$ cat src/rtl/alu_operand_stage.sv
// Two-entry (main + skid) operand buffer in front of the ALU with a registered in_ready.
// Optional operand forwarding from the EX/MEM and MEM/WB buses: define ALU_OPERAND_FORWARD_EN.
module alu_operand_stage (
    input  logic        clk,
    input  logic        rst_n,
    input  logic        flush,
    input  logic        in_valid,
    output logic        in_ready,
    input  logic [31:0] in_A,
    input  logic [31:0] in_B,
    input  logic [2:0]  in_op,
    input  logic [4:0]  in_rs,
    input  logic [4:0]  in_rt,
    input  logic [4:0]  in_rd,
    output logic        out_valid,
    input  logic        out_ready,
    output logic [31:0] A,
    output logic [31:0] B,
    output logic [2:0]  ALU_operation,
    output logic [4:0]  out_rd,
    input  logic        mem_we,
    input  logic [4:0]  mem_rd,
    input  logic [31:0] mem_data,
    input  logic        wb_we,
    input  logic [4:0]  wb_rd,
    input  logic [31:0] wb_data
);

    typedef struct packed {
        logic        valid;
        logic [31:0] a;
        logic [31:0] b;
        logic [2:0]  op;
        logic [4:0]  rs;
        logic [4:0]  rt;
        logic [4:0]  rd;
    } entry_t;

    entry_t main_q, main_d;
    entry_t skid_q, skid_d;
    entry_t in_entry;
    logic   in_ready_q, in_ready_d;
    logic   in_fire, out_fire;

    assign in_entry = '{valid: 1'b1, a: in_A, b: in_B, op: in_op,
                        rs: in_rs, rt: in_rt, rd: in_rd};

    assign in_fire  = in_valid && in_ready_q;
    assign out_fire = main_q.valid && out_ready;

    always_comb begin
        // NOTE: every output of this block gets a default first so no path leaves it unassigned (no latch).
        main_d = main_q;
        skid_d = skid_q;
        if (flush) begin
            main_d.valid = 1'b0;
            skid_d.valid = 1'b0;
        end else if (out_fire || !main_q.valid) begin
            // Main is free this edge: skid has priority so ordering is preserved.
            if (skid_q.valid) begin
                main_d       = skid_q;
                skid_d.valid = 1'b0;
            end else if (in_fire) begin
                main_d = in_entry;
            end else begin
                main_d.valid = 1'b0;
            end
        end else if (in_fire) begin
            skid_d = in_entry;
        end
        in_ready_d = !skid_d.valid;
    end

    always_ff @(posedge clk) begin
        // NOTE: reset is synchronous; it is tested first so it outranks flush and every transfer.
        if (!rst_n) begin
            main_q     <= '0;
            skid_q     <= '0;
            in_ready_q <= 1'b1;
        end else begin
            // NOTE: sequential state uses non-blocking assignments only.
            main_q     <= main_d;
            skid_q     <= skid_d;
            in_ready_q <= in_ready_d;
        end
    end

    assign in_ready      = in_ready_q;
    assign out_valid     = main_q.valid;
    assign ALU_operation = main_q.op;
    assign out_rd        = main_q.rd;

`ifdef ALU_OPERAND_FORWARD_EN
    // Newest result wins: EX/MEM is checked before MEM/WB; register 0 is never forwarded.
    function automatic logic [31:0] forward(input logic [4:0] r, input logic [31:0] held);
        if (r != 5'd0 && mem_we && mem_rd == r)
            return mem_data;
        else if (r != 5'd0 && wb_we && wb_rd == r)
            return wb_data;
        else
            return held;
    endfunction

    assign A = forward(main_q.rs, main_q.a);
    assign B = forward(main_q.rt, main_q.b);
`else
    logic unused_bus;
    assign unused_bus = ^{mem_we, mem_rd, mem_data, wb_we, wb_rd, wb_data};
    assign A = main_q.a;
    assign B = main_q.b;
`endif

endmodule

$ cat config.mk
export PLATFORM = sky130hd
export DESIGN_NAME = alu_operand_stage
export DESIGN_NICKNAME = d
export VERILOG_FILES = /design/src/rtl/alu_operand_stage.sv
export SDC_FILE = /design/constraint.sdc
export NUM_CORES = 1
export LEC_CHECK = 0
export CORE_MARGIN = 2
export CORE_UTILIZATION = 49
export CTS_CLUSTER_SIZE = 28
export DETAILED_ROUTE_END_ITERATION = 12
export PLACE_DENSITY = 0.95
export SYNTH_ARGS = -nofsm -noshare
export SYNTH_HDL_FRONTEND = slang
export SYNTH_SLANG_ARGS = --single-unit
$ cat constraint.sdc
create_clock -name clk -period 2.3 [get_ports clk]
set_input_delay 0.46 -clock clk [delete_from_list [all_inputs] [get_ports clk]]
set_output_delay 0.46 -clock clk [all_outputs]
set_load 0.02 [all_outputs]
Word level (Yosys, flattened, before mapping)
Index checks and enable logic that the tools add are counted.
{"block": "word_totals", "ff_bits": 157, "inputBits": 163, "out_inout_bits": 74}
{"block": "classes", "n_mux": 6, "bitwise": 3, "reduce_logical": 9}
{"cell": "$mux 83", "n": 2}
{"cell": "$mux 82", "n": 1}
{"cell": "$reduce_and 3->1", "n": 2}
{"cell": "$mux 1", "n": 3}
{"cell": "$not 1->1", "n": 3}
{"cell": "$logic_and 1x1->1", "n": 2}
{"cell": "$logic_not 1->1", "n": 2}
{"cell": "$reduce_bool 2->1", "n": 1}
{"cell": "$reduce_or 2->1", "n": 1}
{"cell": "$logic_or 1x1->1", "n": 1}

Logic depth before layout (Yosys ltp)
{"block": "logic_depth", "depth_word": 5, "depth_mapped": 6, "mapped_depth_nobuf": 3}

Worst setup path after synthesis
OpenSTA, ideal clock, no wires.
{"block": "synth_timing", "path_type": "input to register", "startpoint": "input port out_ready", "endpoint": "register main_q (netlist bit ALU_operation[0])", "t_arrival_ns": 1.346, "required_ns": 2.180, "path_slack_ns": 0.835, "path_stages": 5, "path_cell_list": "nand2b_1 -> or3b_1 -> buf_6 -> buf_6 -> mux2i_1"}
{"block": "synth_between", "elab_chain_len": 3}
{"element": "start, declared", "line": "16", "source": "input logic out_ready,"}
{"element": "$logic_and 1x1->1", "line": "49", "source": "assign out_fire = main_q.valid && out_ready;"}
{"element": "$logic_or 1x1->1", "line": "58", "source": "end else if (out_fire || !main_q.valid) begin"}
{"element": "$reduce_and 3->1 (no source line)"}
{"element": "end signal, assigned", "line": "82", "source": "main_q <= main_d;"}
{"element": "end, declared", "line": "39", "source": "entry_t main_q, main_d;"}
No other way between the ends.
A chain may end at the register's enable or synchronous reset.

Worst setup path in the final report
{"block": "layout_timing", "startpoint": "register main_q (netlist bit B[5])", "endpoint": "output port B[5]"}
{"element": "end, declared", "line": "18", "source": "output logic [31:0] B,"}
No word-level cell between the ends.

==> out/results.ini <==
[setup_path]
start_kind=flip-flop
cp_slowest_cell=clkdlybuf4s50_1
crit_type=flip-flop to output pin
slowest_delay_ns=0.63
path_delay_family=buffers and inverters
crit_buf_inv=1
arrival_ns=1.40
reg2reg_depth=4
path_cells=clkdlybuf4s50_1
required_ns=1.84
path_depth=1
cp-end-kind=output pin
crit_fanout=2

[logic_synthesis]
ys_ff_latch=147
synthXorXnorAreaFrac=0
async_flop_share=0
synthTopCellsByCount=nand2_1, dfxtp_1, mux2i_1, mux2_2, clkbuf_1
synth_top_area_share=0.445
syn_inst=716
synth_top_family_by_area=multiplexers
yosys.area.top_type=dfxtp_1
synth_area_per_cell_um2=9.24
syn_nets=879
yosys.area_share.simple=0.169
ys_warn_count=0
yosysSeqAreaShare=0.445
synth_enable_flop_cells=0
synth.distinct_cells=15
synth_compound_area_frac=0.00151
ys.flop_type=dfxtp_1
yosys-top-cells-area=dfxtp_1, mux2i_1, nand2_1
synth_area_um2=6620
yosys-mux-area-fraction=0.340
yosys.cell_count.top_type=nand2_1
synth_adder_area_share=0

[outcome]
outcome=completed

[cts]
cts.repair.resized=0
cts_buffers=17
clkSinkCount=147
cts_tree=yes
ctsLongestPathBuffers=2
postCtsSetupRepairBufs=0
ctsHoldBuffers=0
h-tree-depth=4
clock_latency_ns=0.41
path_clk_slew_ns=0.06
clock-root-buffer=clkbuf_16

[global_routing]
grt_pass1_vias=5042
grt_antenna_before_repair=0
grt_pass1_wl_um=23100
overflow=0
grt_max_degree=96
grt_use_total=0.198

[drt]
antenna_left=0
num_vias=5088
vias_per_cell=4.94
drt_iter0_markers=245
wl_per_cell_um=13.7
firstDrtPassIters=5
routed_wl_um=14100
drc=0

[timing]
fin_skew_ns=0.00754
finalHoldViolations=0
min_period_ns=1.86
rsz0062_at_grt=no
max_slew_margin=0.735
whs_ns=0.453
min_period_over_period=0.807
setup_tns_ns=0
setup_violations=0
worst_slew_pin_slew_ns=0.395
setup_ws_ns=0.445
max_clock_freq_mhz=539
report.final.slew_viol_count=0

[power]
switching_power_w=0.00141
vdd_ir_drop_max_uv=435
clkPwrFrac=0.471
power_density_nw_per_um2=723
total_power_w=0.00642
netSwitchingFraction=0.220
pwr-share-seq=0.415
p_leak_nw=3.60
p_int_w=0.00501
power_frac_comb=0.114

[floorplanning]
fp-row-count=42
core_area_um2=13200
ios=237
die_area_um2=14400
initial_utilization=0.502
die_h_um=120
die_width_um=120

[place]
numPortBuffers=150
gp_congestion=0.722
place_hpwl_um=9090
preCtsSetupSlack_ns=0.255
dp.cells=997

[final_layout]
seqCellArea_um2=2950
num_antenna_cells=0
multi_input_area_um2=3390
area_growth_pct=34.3
fillers=984
nets=1003
instances_no_fill=1029
drive_gt1_frac=0.138

[flow_run]
cap_violations=0

[min_path]
worstHoldPathType=flip-flop to flip-flop
hold_depth=2

==> cells in the final DEF (no fill, tap or decap) <==
cell type / count
nand2b_1: 2
nor3_2: 1
a21oi_1: 2
or3b_4: 1
clkbuf_1: 1
or3_1: 1
buf_12: 7
mux2_2: 72
clkbuf_8: 4
buf_4: 4
inv_1: 1
dfxtp_4: 1
nand2_1: 289
bufinv_16: 5
clkdlybuf4s50_1: 149
clkbuf_16: 17
dfxtp_1: 146
mux2i_1: 144
clkinv_2: 6
==> path summary, 6_finish.rpt <==
path,from,to,slack (ns)
worst max-delay path,B[5],B[5],0.44
worst min-delay path,skid_q[71],skid_q[71],0.45
worst max register to register,skid_q[82],A[23],0.76
worst min register to register,skid_q[71],skid_q[71],0.45
==> cell type report <==
cell class                 instances  share of cell area
sequential                       147               0.332
clock buffer                      21              0.0530
timing repair buffer             161               0.189
tap                              176              0.0248
inverter                           1            0.000423
clock inverter                    11              0.0203
multi-input combinational        512               0.381
==> stage by stage <==
stage / utilization / area, um2
after floorplan: - / 6620
final: 0.673 / 8880
after global routing: 0.673 / 8880
after global placement: 0.624 / 8230
after CTS: 0.673 / 8880
after detailed placement: 0.624 / 8230
==> power by group through the flow <==
stage,Clock (W),Sequential (W),Combinational (W)
5_1_grt,0.00320,0.00267,0.000790
3_3_place_gp,0,0.00272,0.000715
6_report,0.00303,0.00267,0.000730
3_5_place_dp,0,0.00272,0.000729
2_1_floorplan,0,0.00280,0.000321
4_1_cts,0.00308,0.00267,0.000736
==> metal layers <==
metal | vias up | wire length (um) | global-route usage
li1 | 2602 | - | -
met1 | 2339 | 6210 | 0.237
met2 | 127 | 6750 | 0.326
met3 | 20 | 868 | 0.0689
met4 | 0 | 230 | 0.0787
met5 | - | 0 | 0
==> sequential cells by signal (all words and copies together), names as in the netlist <==
name / flops
in_ready: 1
out_valid: 1
ALU_operation: 3
skid_q: 73
out_rd: 5
B: 32
A: 32
==> cells by family after synthesis <==
| group | after synthesis |
|---|---|
| AND/OR/NAND/NOR | 294 |
| flip-flops | 147 |
| multiplexers | 216 |
| AO/OA/AOI/OAI | 2 |
| buffers and inverters | 57 |
Power figures use the tool's default switching activity.
